**src/rtl/mem_bus_if_pkg.sv**
```systemverilog
// ---------------------------------------------------------------------------
// mem_bus_if_pkg
//   Shared definitions for the memory bus interface: FSM state encodings,
//   bus direction codes, bus widths and the latched request record.
// ---------------------------------------------------------------------------
package mem_bus_if_pkg;

    localparam int WORD_ADDR_W = 30;
    localparam int WORD_DATA_W = 32;

    // Bus direction codes
    localparam logic READ  = 1'b1;
    localparam logic WRITE = 1'b0;

    typedef enum logic [1:0] {
        MEM_BUS_IDLE     = 2'd0,
        MEM_BUS_BUSY     = 2'd1,
        MEM_BUS_COMPLETE = 2'd2
    } mem_bus_state_e;

    // Request as presented on the bus for the duration of an access
    typedef struct packed {
        logic                   rw;
        logic [WORD_ADDR_W-1:0] addr;
        logic [WORD_DATA_W-1:0] wr_data;
    } mem_bus_req_t;

    localparam mem_bus_req_t MEM_BUS_REQ_RST = '{rw: READ, addr: '0, wr_data: '0};

endpackage

```
**src/rtl/mem_bus_timer.sv**
```systemverilog
// ---------------------------------------------------------------------------
// mem_bus_timer
//   Counts consecutive cycles while 'run' is high and flags the cycle in
//   which the TIMEOUT_CYCLES-th such cycle is reached.
//
//   clk      in   clock
//   rst      in   synchronous active-high reset
//   run      in   high while the bus access is outstanding
//   expired  out  high during the TIMEOUT_CYCLES-th consecutive run cycle
// ---------------------------------------------------------------------------
module mem_bus_timer #(
    parameter int unsigned TIMEOUT_CYCLES = 255
) (
    input  logic clk,
    input  logic rst,
    input  logic run,
    output logic expired
);

    localparam int unsigned CNT_W = (TIMEOUT_CYCLES < 2) ? 1 : $clog2(TIMEOUT_CYCLES + 1);
    localparam logic [CNT_W-1:0] LAST = CNT_W'(TIMEOUT_CYCLES - 1);

    logic [CNT_W-1:0] count;

    // count holds the number of run cycles already elapsed, so the
    // terminal cycle is the one in which count equals TIMEOUT_CYCLES-1.
    assign expired = run && (count == LAST);

    always_ff @(posedge clk) begin
        if (rst || !run) begin
            count <= '0;
        end else if (!expired) begin
            count <= count + 1'b1;
        end
    end

endmodule

```
**src/rtl/mem_bus_if.sv**
```systemverilog
module mem_bus_if
    import mem_bus_if_pkg::*;
#(
    parameter int unsigned TIMEOUT_CYCLES = 255
)
(
    input  logic                   clk,
    input  logic                   rst,
    input  logic                   req_as_,
    input  logic                   req_rw,
    input  logic [WORD_ADDR_W-1:0] req_addr,
    input  logic [WORD_DATA_W-1:0] req_wr_data,
    input  logic                   req_miss_align,
    input  logic                   flush,
    output logic                   bus_as_,
    output logic                   bus_rw,
    output logic [WORD_ADDR_W-1:0] bus_addr,
    output logic [WORD_DATA_W-1:0] bus_wr_data,
    input  logic                   bus_rdy_,
    input  logic [WORD_DATA_W-1:0] bus_rd_data,
    output logic [WORD_DATA_W-1:0] rd_data,
    output logic                   stall,
    output logic                   done,
    output logic                   bus_err
);

    mem_bus_state_e state, state_nxt;

    mem_bus_req_t   bus_q;
    logic           bus_as_q;
    logic [WORD_DATA_W-1:0] rd_data_q;
    logic           done_q;
    logic           bus_err_q;
    logic           discard_q;
    logic           armed_q;

    logic accept;
    logic rdy;
    logic tmo;
    logic drop;

`ifdef MEM_BUS_TIMEOUT_EN
    mem_bus_timer #(
        .TIMEOUT_CYCLES (TIMEOUT_CYCLES)
    ) u_timer (
        .clk     (clk),
        .rst     (rst),
        .run     (state == MEM_BUS_BUSY),
        .expired (tmo)
    );
`else
    assign tmo = 1'b0;
`endif

    always_comb begin
        state_nxt = state;
        accept    = 1'b0;
        stall     = 1'b0;
        rdy       = 1'b0;
        drop      = discard_q || flush;

        unique case (state)
            MEM_BUS_IDLE: begin
                if (armed_q && !req_as_ && !req_miss_align && !flush) begin
                    accept    = 1'b1;
                    stall     = 1'b1;
                    state_nxt = MEM_BUS_BUSY;
                end
            end
            MEM_BUS_BUSY: begin
                stall = 1'b1;
                rdy   = !bus_rdy_;
                if (rdy || tmo) begin
                    state_nxt = drop ? MEM_BUS_IDLE : MEM_BUS_COMPLETE;
                end
            end
            MEM_BUS_COMPLETE: begin
                state_nxt = MEM_BUS_IDLE;
            end
            default: begin
                state_nxt = MEM_BUS_IDLE;
            end
        endcase
    end

    always_ff @(posedge clk) begin
        if (rst) begin
            state     <= MEM_BUS_IDLE;
            bus_q     <= MEM_BUS_REQ_RST;
            bus_as_q  <= 1'b1;
            rd_data_q <= '0;
            done_q    <= 1'b0;
            bus_err_q <= 1'b0;
            discard_q <= 1'b0;
            armed_q   <= 1'b0;
        end else begin
            state     <= state_nxt;
            armed_q   <= 1'b1;
            done_q    <= 1'b0;
            bus_err_q <= 1'b0;

            if (accept) begin
                bus_as_q      <= 1'b0;
                bus_q.rw      <= req_rw;
                bus_q.addr    <= req_addr;
                bus_q.wr_data <= req_wr_data;
            end

            if (state == MEM_BUS_BUSY) begin
                if (flush) begin
                    discard_q <= 1'b1;
                end
                if (rdy) begin
                    bus_as_q  <= 1'b1;
                    discard_q <= 1'b0;
                    if (!drop) begin
                        done_q <= 1'b1;
                        if (bus_q.rw == READ) begin
                            rd_data_q <= bus_rd_data;
                        end
                    end
                end else if (tmo) begin
                    bus_as_q  <= 1'b1;
                    discard_q <= 1'b0;
                    if (!drop) begin
                        done_q    <= 1'b1;
                        bus_err_q <= 1'b1;
                        rd_data_q <= '0;
                    end
                end
            end
        end
    end

    assign bus_as_     = bus_as_q;
    assign bus_rw      = bus_q.rw;
    assign bus_addr    = bus_q.addr;
    assign bus_wr_data = bus_q.wr_data;
    assign rd_data     = rd_data_q;
    assign done        = done_q;
    assign bus_err     = bus_err_q;

endmodule

```
**config.mk**
```make
export PLATFORM = sky130hd
export DESIGN_NAME = mem_bus_if
export DESIGN_NICKNAME = d
export VERILOG_FILES = /design/src/rtl/mem_bus_if_pkg.sv /design/src/rtl/mem_bus_timer.sv /design/src/rtl/mem_bus_if.sv
export SDC_FILE = /design/constraint.sdc
export NUM_CORES = 1
export LEC_CHECK = 0
export BUFFER_PORTS_ARGS = -buffer_cell sky130_fd_sc_hd__buf_2
export CAP_MARGIN = 20
export CELL_PAD_IN_SITES_DETAIL_PLACEMENT = 0
export CELL_PAD_IN_SITES_GLOBAL_PLACEMENT = 1
export CORE_UTILIZATION = 29
export DETAILED_ROUTE_END_ITERATION = 8
export HOLD_SLACK_MARGIN = 0.15
export PLACE_DENSITY = 0.73
export SKIP_CTS_REPAIR_TIMING = 1
export SLEW_MARGIN = 20
export SYNTH_ARGS = -nofsm -noshare
export SYNTH_HDL_FRONTEND = slang
export SYNTH_HIERARCHICAL = 1
export SYNTH_SLANG_ARGS = --single-unit
```
**constraint.sdc**
```tcl
create_clock -name clk -period 1.5 [get_ports clk]
set_clock_uncertainty 0.1 [all_clocks]
set_input_delay 0.225 -clock clk [delete_from_list [all_inputs] [get_ports clk]]
set_output_delay 0.225 -clock clk [all_outputs]
set_load 0.02 [all_outputs]
```
After elaboration in Yosys (flattened, before gate mapping)
Cells that the tools add are included.
- register bits: 101
- bits of input ports: 101
- equality and inequality tests: 3
- multiplexer cells: 15
- bitwise gates (word level): 3
- reductions and logical operators: 14
- operators by type and width (kind ; number):
    $mux 1 ; 10
    $mux 2 ; 3
    $logic_not 1->1 ; 4
    $ne 2x2->1 const B ; 2
    $pmux 2 s2 ; 1
    $reduce_and 2->1 ; 2
    $reduce_and 4->1 ; 1
    $logic_and 1x1->1 ; 3
    $not 1->1 ; 3
    $reduce_or 3->1 ; 1
    $eq 2x1->1 const B ; 1
    $logic_not 2->1 ; 1
    $pmux 1 s2 ; 1
    $reduce_bool 2->1 ; 1
    $logic_or 1x1->1 ; 1

Logic depth before layout (Yosys ltp)
Gate-level depths: netlist of the first run.
- depth after elaboration: 9
- gate-level depth with buffers: 5
- mapped depth without buffers: 3

Least setup slack after synthesis of the first run
Ideal clock, no wire load.
- kind: input -> register
- from: in flush
- to: reg bus_q, in the netlist bus_addr[10]
- setup time: 0.072 ns
- arrival: 1.399 ns
- required time: 1.328 ns
- slack: -0.071 ns
- stages: 5
- path through: or4b_4 nor3_2 buf_6 buf_12 mux2i_1
- word-level cells in the longest chain between the ends: 4
- RTL lines (item ; line ; RTL):
    start: declaration ; mem_bus_if.sv:14 ; input logic flush,
    $logic_not 1->1 ; mem_bus_if.sv:64 ; if (armed_q && !req_as_ && !req_miss_align && !flush) begin
    $logic_and 1x1->1 ; mem_bus_if.sv:64 ;
    $mux 1 ; mem_bus_if.sv:64 ;
    $mux 1 ; mem_bus_if.sv:62 ; unique case (state)
    end: declaration ; mem_bus_if.sv:29 ; mem_bus_req_t bus_q;
Every way passes these cells.
A chain may end at the register's enable or synchronous reset.

Worst setup path in the final report of the first run
- from: reg armed_q
- to: reg bus_q, in the netlist bus_wr_data[22]
- word-level cells in the longest chain between the ends: 5
- RTL lines (item ; line ; RTL):
    start: declaration ; mem_bus_if.sv:35 ; logic armed_q;
    start signal: assignment ; mem_bus_if.sv:95 ; armed_q <= 1'b0;
    start signal: assignment ; mem_bus_if.sv:98 ; armed_q <= 1'b1;
    $logic_and 1x1->1 (3 in a row) ; mem_bus_if.sv:64 ;
    $mux 1 ; mem_bus_if.sv:64 ;
    $mux 1 ; mem_bus_if.sv:62 ;
Every way passes these cells.

==> implementation parameters, run 1 <==
Parameter                              Value

Global routing
  Total track usage    0.138
  Remaining Overflow, GRT    0
  Global-route wire length before repair    15,900 um
  Maximum number of pins on one net before global-route repair    50
  Vias in the first global route    3,368
  Number of antenna violations at the first check in global routing    0

Clock network
  Clock insertion delay at the later pin of the skew report    340 ps
  CTS tree    built
  Clock buffer count from CTS    9
  Clock tree root buffer cell    clkbuf_16
  Clock-pin slew of the registers on the worst-case setup and hold paths    60 ps
  Clock sink total    101
  Maximum buffer depth of the clock tree    2
  Maximum level of the CTS H-tree    3

Routing
  Iteration-0 DRC Markers    115
  Routed wire length    11,800 um
  Routed length per placed instance    12.8 um
  Remaining antenna violation count after routing    0
  Vias after detailed routing    3,907
  1st-pass router iterations    4
  Number of vias per cell    4.26
  Residual DRC count    0

Logic synthesis
  Register bit total from synthesis    101
  Number of library cell types mapped by synthesis    21
  Top area cells in the synthesized netlist    dfxtp_1 (50%), mux2i_1 (23%), nand2_1 (17%)
  Area of the mapped netlist    0.00405 sq mm
  Number of warnings issued by yosys    6
  Synthesized instance count    438
  Post-Synthesis Mean Instance Area    9.24 sq um
  Share of synthesized area occupied by flip-flops and latches    0.500
  Mapped Nets    539
  Post-synth top area cell    dfxtp_1
  Proportion of netlist area held by the largest area contributor    0.500

Power and ir drop
  Static Leak    3.02 nW
  Part of the power in the clock network    0.375
  VDD IR-drop max    0.504 mV
  Gate power share    0.133
  Power density over cell area    843 mW/mm^2
  Switching part of the total power    0.241
  Sequential power share    0.491
  Cell internal pwr    4.26 mW
  Power dissipated by switching net loads    1.35 mW

Finish
  Filler-free cell count of the finished design    917
  Fraction of final layout cells sized beyond drive strength 1    0.332
  Final Util    0.494
  Commonest cells after routing, fill and taps aside    buf_2 (197), nand2_1 (188), dfxtp_1 (100)
  Antenna diodes    0
  Most common library cell in the layout ignoring fill and taps    buf_2
  Number of nets in the finished design    838
  Post-synthesis to final-layout area growth    64.3%

Setup path
  Worst reg2reg path endpoint    bus_wr_data[22]$_SDFFE_PP0P_
  Reg-to-reg critical path startpoint    armed_q$_DFF_P_
  Critical path endpoint category    flip-flop
  Number of cells on the worst reg-to-reg path    6
  Required time worst endpoint    1670 ps
  Arrival time at the worst endpoint    2020 ps
  Register-to-register setup slack    -350 ps
  CP Launch Type    flip-flop
  CP Class    reg2reg
  Maximum fanout along the worst path    8

Place
  Hpwl dp    7240 um
  # placed instances    795
  Count of input and output buffers    198
  RD Place Congestion    0.704

Die
  Starting Density    0.301
  I/O pin count    200
  Total number of placement rows    42
  Die area    0.0144 sq mm
  DIE HEIGHT    120 um
  Core Region    0.0135 sq mm
  Die X-Extent    120 um

Timing
  Final Max Slew Viols    0
  Setup_tns    -20,110 ps
  Unrepaired setup endpoints after global routing    yes
  Post-route fraction of the period consumed by the critical path    1.24
  Slack of the critical path    -353 ps
  Hold_ws    166 ps
  Count of final setup violators    66
  Number of hold violations in the final report    0
  Final period demand of the worst path    1850 ps
  Achievable frequency    0.540 GHz

Run
  Max-cap violations    0

Min path
  Path class of the lowest-slack min-delay path    in2reg
  Hold Crit Endpoint    state[0]$_SDFFE_PP0P_
  Start point of the worst hold path    bus_rdy_
  Number of cells on the worst hold path    3

Outcome
  Violations in the final reports    setup timing
  Status    finished, violations left
## stage by stage
stage	instance area, sq um	power [mW]	setup WS (ps)
after floorplan	4060	3.09	-71.0
after global placement	5230	3.32	-273
after detailed placement	5230	3.33	-362
after CTS	5480	5.46	-406
after global routing	6650	5.86	-418
final	6650	5.61	-353
## logic make-up (layout without fill, tap and decap cells)
| family | Yosys count | in the layout | synth area share |
|---|---|---|---|
| AOI/OAI and AO/OA | 2 | 2 | 0.00278 |
| buffers and inverters | 36 | 339 | 0.0634 |
| DFF | 101 | 101 | 0.500 |
| muxes | 95 | 95 | 0.235 |
| other | 1 | 1 | 0.000926 |
| and+or+nand+nor | 203 | 203 | 0.198 |
## how the worst max path moves through the flow
stage / slack (ps) / cells past startpoint / from / endpoint
after floorplan: -70 / 5 / flush / bus_addr[10]$_SDFFE_PP0P_
after global placement: -270 / 5 / flush / bus_addr[26]$_SDFFE_PP0P_
after detailed placement: -360 / 5 / flush / bus_wr_data[4]$_SDFFE_PP0P_
after CTS: -410 / 4 / armed_q$_DFF_P_ / stall
after global routing: -420 / 6 / armed_q$_DFF_P_ / bus_wr_data[22]$_SDFFE_PP0P_
final: -350 / 6 / armed_q$_DFF_P_ / bus_wr_data[22]$_SDFFE_PP0P_
## per-layer routing
metal  wire length, um  up-vias  GRT usage  share of wire
li1                  -     2004          -              -
met1              5070     1755      0.169           0.43
met2              5800      135      0.224           0.49
met3               697       13     0.0361          0.059
met4               187        0     0.0633          0.016
met5                 0        -          0              0
## final cells by class
class                   instances  area (sq um)
clock buffers                  10           229
well taps                     176           220
flip-flops and latches        101          2020
fillers                      1264          6800
multi-input cells             301          1810
inverters                       3          13.8
repair buffers                321          2330
clock inverters                 5          28.8
## sequential cells by signal (all words and copies together), names as in the netlist
signal       count
done             1
bus_rw           1
bus_as_          1
armed_q          1
bus_addr        30
discard_q        1
rd_data         32
state            2
bus_wr_data     32
## synth_stat cells
library cell,instances
a31oi_1,1
and3_1,1
and4_1,2
buf_12,6
buf_2,1
buf_4,4
buf_6,1
clkbuf_1,21
conb_1,1
dfxtp_1,101
inv_1,3
mux2i_1,95
nand2_1,188
nor2_1,5
nor2b_1,2
nor3_1,1
nor3_2,1
nor3b_1,1
nor4_1,1
o21ai_1,1
or4b_4,1
## critical path, stage by stage, from the launching register on
cell       delay (ps)
dfxtp_2           310
or4b_4            460
buf_4             160
nor3_4            160
buf_4             190
clkbuf_16         180
mux2i_1           200
## power groups by stage
| stage | Sequential [mW] | Combinational, mW | Clock (mW) |
|---|---|---|---|
| 2_1_floorplan | 2.87 | 0.227 | 0 |
| 3_3_place_gp | 2.81 | 0.507 | 0 |
| 3_5_place_dp | 2.81 | 0.517 | 0 |
| 4_1_cts | 2.75 | 0.518 | 2.19 |
| 5_1_grt | 2.76 | 0.814 | 2.29 |
| 6_report | 2.75 | 0.748 | 2.10 |
(Power assumes the default switching activity.)
==> inputs of run 2 (changes only) <==
--- a/config.mk
+++ b/config.mk
@@ -9,10 +9,10 @@
 export CAP_MARGIN = 20
 export CELL_PAD_IN_SITES_DETAIL_PLACEMENT = 0
 export CELL_PAD_IN_SITES_GLOBAL_PLACEMENT = 1
-export CORE_UTILIZATION = 29
+export CORE_UTILIZATION = 33
 export DETAILED_ROUTE_END_ITERATION = 8
 export HOLD_SLACK_MARGIN = 0.15
-export PLACE_DENSITY = 0.73
+export PLACE_DENSITY_LB_ADDON = 0.1
 export SKIP_CTS_REPAIR_TIMING = 1
 export SLEW_MARGIN = 20
 export SYNTH_ARGS = -nofsm -noshare
==> constraint.sdc (replaced) <==
create_clock -name clk -period 1.95 [get_ports clk]
set_clock_uncertainty 0.1 [all_clocks]
set_input_delay 0.0975 -clock clk [delete_from_list [all_inputs] [get_ports clk]]
set_output_delay 0.0975 -clock clk [all_outputs]
set_load 0.02 [all_outputs]
==> implementation parameters, run 2 (synthesis gave the netlist of run 1 again) <==
Parameter                              Value

Global routing
  Global-route wire length before repair    14,800 um (-6.7%)
  Maximum number of pins on one net before global-route repair    68 (+36%)
  Most used routing layer in global routing    met2
  Vias in the first global route    3,091 (-8.2%)
  Number of antenna violations at the first check in global routing    1 (+1)
  Total track usage    0.145 (+0.00752)
  Global-route track usage on met3    0.0552 (+0.0190)
  Global-route track usage on met2    0.224 (about the same)
  Met1 Resource Use GR    0.183 (+0.0138)
  Remaining Overflow, GRT    0 (unchanged)

Run
  Max-cap violations    0 (unchanged)

Die
  Core Region    0.0120 sq mm (-11%)
  Starting Density    0.338 (+0.0375)
  DIE HEIGHT    113 um (-6.2%)
  Total number of placement rows    40 (-4.8%)
  Die area    0.0127 sq mm (-12%)
  Die X-Extent    113 um (-6.2%)
  I/O pin count    200 (unchanged)

Setup path
  Crit-path slowest cell    or4b_4
  Critical path endpoint category    flip-flop
  Register-to-register setup slack    180 ps (+540 ps)
  CP Class    reg2reg
  Maximum fanout along the worst path    42 (+34)
  Required time worst endpoint    2100 ps (+430 ps)
  CP Launch Type    flip-flop
  Arrival time at the worst endpoint    1920 ps (-100 ps)
  Critical path, cell by cell    or4b_4, nor3_4, buf_12, mux2i_1
  Slowest cell delay on critical path    470 ps (about the same)

Timing
  Slack of the critical path    183 ps (+536 ps)
  Post-route fraction of the period consumed by the critical path    0.906 (-0.329)
  Count of final setup violators    0 (-100%)
  Final Max Slew Viols    0 (unchanged)
  Final period demand of the worst path    1770 ps (-85.5 ps)
  Achievable frequency    0.566 GHz (+4.8%)
  Unrepaired setup endpoints after global routing    no
  Number of hold violations in the final report    0 (unchanged)
  Setup_tns    0 ps (+20,110 ps)

Routing
  Number of vias per cell    4.29 (+0.65%)
  Routed length per placed instance    11.8 um (-8.0%)
  Vias after detailed routing    3,735 (-4.4%)
  Routed wire length    10,300 um (-13%)
  1st-pass router iterations    4 (unchanged)
  Residual DRC count    0 (unchanged)
  Iteration-0 DRC Markers    177 (+54%)
  Remaining antenna violation count after routing    0 (unchanged)

Clock network
  Clock insertion delay at the later pin of the skew report    330 ps (about the same)
  Maximum level of the CTS H-tree    3 (unchanged)
  Clock tree root buffer cell    clkbuf_16
  Maximum buffer depth of the clock tree    2 (unchanged)
  Clock sink total    101 (unchanged)
  Clock-pin slew of the registers on the worst-case setup and hold paths    70 ps (about the same)
  CTS tree    built
  Clock buffer count from CTS    9 (unchanged)

Finish
  Commonest cells after routing, fill and taps aside    buf_2 (198), nand2_1 (188), dfxtp_1 (101)
  Post-synthesis to final-layout area growth    57.7%
  Fraction of final layout cells sized beyond drive strength 1    0.308 (-0.0240)
  Filler-free cell count of the finished design    871 (-5.0%)
  Number of nets in the finished design    820 (-2.1%)
  Fin area    0.00638 sq mm (-4.0%)
  Antenna diodes    0 (unchanged)
  Most common library cell in the layout ignoring fill and taps    buf_2
  Number of inserted filler cells in the final layout    1,154 (-8.7%)

Power and ir drop
  VDD IR-drop max    0.367 mV (-27%)
  Power Total    4.44 mW (-21%)
  Power density over cell area    696 mW/mm^2 (-17%)
  Static Leak    2.90 nW (-4.0%)

Outcome
  Status    finished, final reports clean

Place
  Area after detailed placement    0.00509 sq mm (-2.5%)
  RD Place Congestion    0.714 (+1.4%)
  Count of input and output buffers    198 (unchanged)
  # placed instances    756 (-4.9%)
  Hpwl dp    6630 um (-8.5%)
  Placement Setup Slack    176 ps (+538 ps)

Min path
  Path class of the lowest-slack min-delay path    in2reg
## run 2: power by group
part	total, mW	leakage (nW)	switching (mW)	internal, mW
clock network	1.80	0.144	0.789	1.01
logic	0.527	1.94	0.235	0.292
registers	2.12	0.817	0.0177	2.10
total	4.44	2.90	1.04	3.40
## run 2: layout make-up
cell class	instances	area [sq um]	share of cell area
repair buffers	303	2090	0.327
well taps	147	184	0.0288
clock inverters	6	68.8	0.0108
flip-flops and latches	101	2020	0.317
inverters	3	13.8	0.00216
multi-input cells	301	1780	0.278
clock buffers	10	229	0.0359
## run 2: final timing paths
kind                       startpoint                        to  depth (start not counted)
max                   armed_q$_DFF_P_  bus_addr[4]$_SDFFE_PP0P_                          4
min                    req_miss_align     state[0]$_SDFFE_PP0P_                          4
max reg2reg           armed_q$_DFF_P_  bus_addr[4]$_SDFFE_PP0P_                          4
min reg2reg  rd_data[14]$_SDFFE_PP0P_  rd_data[14]$_SDFFE_PP0P_                          2
## run 2: per-stage QoR
| stage | util | hold WS [ps] |
|---|---|---|
| 2_1_floorplan | - | 76.2 |
| 3_3_place_gp | 0.426 | 244 |
| 3_5_place_dp | 0.426 | 251 |
| 4_1_cts | 0.451 | -113 |
| 5_1_grt | 0.534 | 174 |
| 6_report | 0.534 | 160 |
## run 2: worst max-delay path: cells and delay by family (launching register included)
family	cells	cell delay, ps
and+or+nand+nor	2	700
DFF	1	300
muxes	1	240
buffers and inverters	1	310
## run 2: metal layers
| layer | share of wire | routed length, um | vias up |
|---|---|---|---|
| met3 | 0.077 | 794 | 12 |
| met2 | 0.45 | 4650 | 119 |
| li1 | - | - | 1974 |
| met1 | 0.46 | 4680 | 1630 |
| met4 | 0.013 | 138 | 0 |
| met5 | 0 | 0 | - |
==> inputs of run 3 (changes only) <==
--- a/config.mk
+++ b/config.mk
@@ -12,6 +12,7 @@
 export CORE_UTILIZATION = 33
 export DETAILED_ROUTE_END_ITERATION = 8
 export HOLD_SLACK_MARGIN = 0.15
+export MAX_ROUTING_LAYER = met4
 export PLACE_DENSITY_LB_ADDON = 0.1
 export SKIP_CTS_REPAIR_TIMING = 1
 export SLEW_MARGIN = 20
==> implementation parameters, run 3 (synthesis gave the netlist of run 1 again) <==
Parameter                              Value

Outcome
  Status    finished, final reports clean

Die
  Die area    0.0127 sq mm (unchanged)
  Starting Density    0.338 (unchanged)
  DIE HEIGHT    113 um (unchanged)
  Total number of placement rows    40 (unchanged)
  I/O pin count    200 (unchanged)
  Core Region    0.0120 sq mm (unchanged)
  Die X-Extent    113 um (unchanged)

Timing
  Number of hold violations in the final report    0 (unchanged)
  Final period demand of the worst path    1770 ps (+0.457 ps)
  Count of final setup violators    0 (unchanged)
  Achievable frequency    0.566 GHz (about the same)
  Setup_tns    0 ps (unchanged)
  Unrepaired setup endpoints after global routing    no
  Final Max Slew Viols    0 (unchanged)
  Post-route fraction of the period consumed by the critical path    0.907 (about the same)

Setup path
  CP Class    reg2reg
  Number of cells on the worst reg-to-reg path    4 (unchanged)
  Crit. Startpoint    armed_q$_DFF_P_
  Reg-to-reg critical path startpoint    armed_q$_DFF_P_
  Critical path endpoint category    flip-flop
  Capturing element of the worst setup path    bus_addr[4]$_SDFFE_PP0P_
  Worst reg2reg path endpoint    bus_addr[4]$_SDFFE_PP0P_
  Arrival time at the worst endpoint    1920 ps (about the same)
  Required time worst endpoint    2110 ps (about the same)
  Register-to-register setup slack    180 ps (about the same)
  CP Launch Type    flip-flop
  Maximum fanout along the worst path    42 (unchanged)

Finish
  Fraction of final layout cells sized beyond drive strength 1    0.308 (unchanged)
  Filler-free cell count of the finished design    872 (+0.11%)
  Fin area    0.00639 sq mm (about the same)
  Commonest cells after routing, fill and taps aside    buf_2 (198), nand2_1 (188), dfxtp_1 (101)
  Most common library cell in the layout ignoring fill and taps    buf_2
  Final Util    0.534 (about the same)
  Number of nets in the finished design    820 (unchanged)
  Number of inserted filler cells in the final layout    1,153 (-0.087%)
  Post-synthesis to final-layout area growth    57.8% (about the same)

Place
  Count of input and output buffers    198 (unchanged)
  RD Place Congestion    0.722 (+1.1%)
  # placed instances    756 (unchanged)
  Hpwl dp    6630 um (unchanged)
  Area after detailed placement    0.00509 sq mm (unchanged)

Routing
  Vias after detailed routing    3,743 (+0.21%)
  Routed met2 length    4660 um (+0.26%)
  Wire length on met1    4790 um (+2.2%)
  Routed wire length    10,300 um (+0.40%)
  Highest metal layer with signal wires    met4
  Iteration-0 DRC Markers    179 (+1.1%)
  Remaining antenna violation count after routing    0 (unchanged)
  1st-pass router iterations    4 (unchanged)
  Residual DRC count    0 (unchanged)
  Routed length per placed instance    11.8 um (+0.28%)
  Number of vias per cell    4.29 (about the same)
  Met3 wire len    723 um (-8.9%)

Global routing
  Number of antenna violations at the first check in global routing    1 (unchanged)
  Remaining Overflow, GRT    0 (unchanged)
  Global-route wire length before repair    14,800 um (about the same)
  Maximum number of pins on one net before global-route repair    68 (unchanged)
  Total track usage    0.150 (+0.00477)
  Vias in the first global route    3,086 (-0.16%)

Clock network
  Maximum level of the CTS H-tree    3 (unchanged)
  CTS tree    built
  Clock insertion delay at the later pin of the skew report    330 ps (about the same)
  Clock buffer count from CTS    9 (unchanged)
  Maximum buffer depth of the clock tree    2 (unchanged)
  Clock-pin slew of the registers on the worst-case setup and hold paths    70 ps (about the same)
  Clock sink total    101 (unchanged)
  Clock tree root buffer cell    clkbuf_16

Min path
  Path class of the lowest-slack min-delay path    in2reg

Power and ir drop
  Power Total    4.45 mW (+0.15%)
  VDD IR-drop max    0.371 mV (+1.1%)
  Power density over cell area    696 mW/mm^2 (+0.11%)
  Static Leak    2.90 nW (unchanged)

Run
  Max-cap violations    0 (unchanged)
run 3: where the power goes:
group          switching, mW  internal (mW)  total (mW)
Combinational          0.236          0.292       0.528
Clock                  0.796           1.01        1.80
Sequential            0.0177           2.10        2.12
Total                   1.05           3.40        4.45
run 3: critical path: stages, from the launching register on:
cell,delay (ps)
dfxtp_1,300
or4b_4,470
nor3_4,230
buf_12,320
mux2i_1,240
run 3: final cells by class:
cell class              instances  area [sq um]  area share
inverters                       3          13.8     0.00216
clock buffers                  10           229      0.0359
well taps                     147           184      0.0288
clock inverters                 6          68.8      0.0108
multi-input cells             301          1780       0.278
flip-flops and latches        101          2020       0.317
repair buffers                303          2090       0.327
diodes                          1          2.50    0.000392
run 3: worst min-delay path by stage:
stage                                from                          end  slack [ps]  depth (start not counted)
after global placement        req_addr[4]     bus_addr[4]$_SDFFE_PP0P_         240                          3
after detailed placement   req_wr_data[0]  bus_wr_data[0]$_SDFFE_PP0P_         250                          3
after global routing       req_miss_align        state[0]$_SDFFE_PP0P_         170                          4
after floorplan                       rst        state[0]$_SDFFE_PP0P_          80                          1
after CTS                 bus_rd_data[10]     rd_data[10]$_SDFFE_PP0P_        -110                          3
final                      req_miss_align        state[0]$_SDFFE_PP0P_         160                          4
run 3: routing by layer:
metal | vias to the layer above | track usage
li1 | 1974 | -
met4 | 0 | 0.0587
met2 | 122 | 0.226
met3 | 12 | 0.0487
met5 | - | -
met1 | 1635 | 0.187
run 3: per-stage QoR:
stage	setup slack, ps	hold WS, ps
2_1_floorplan	398	76.2
4_1_cts	182	-113
6_report	182	157
5_1_grt	99.1	172
3_5_place_dp	176	251
3_3_place_gp	239	244
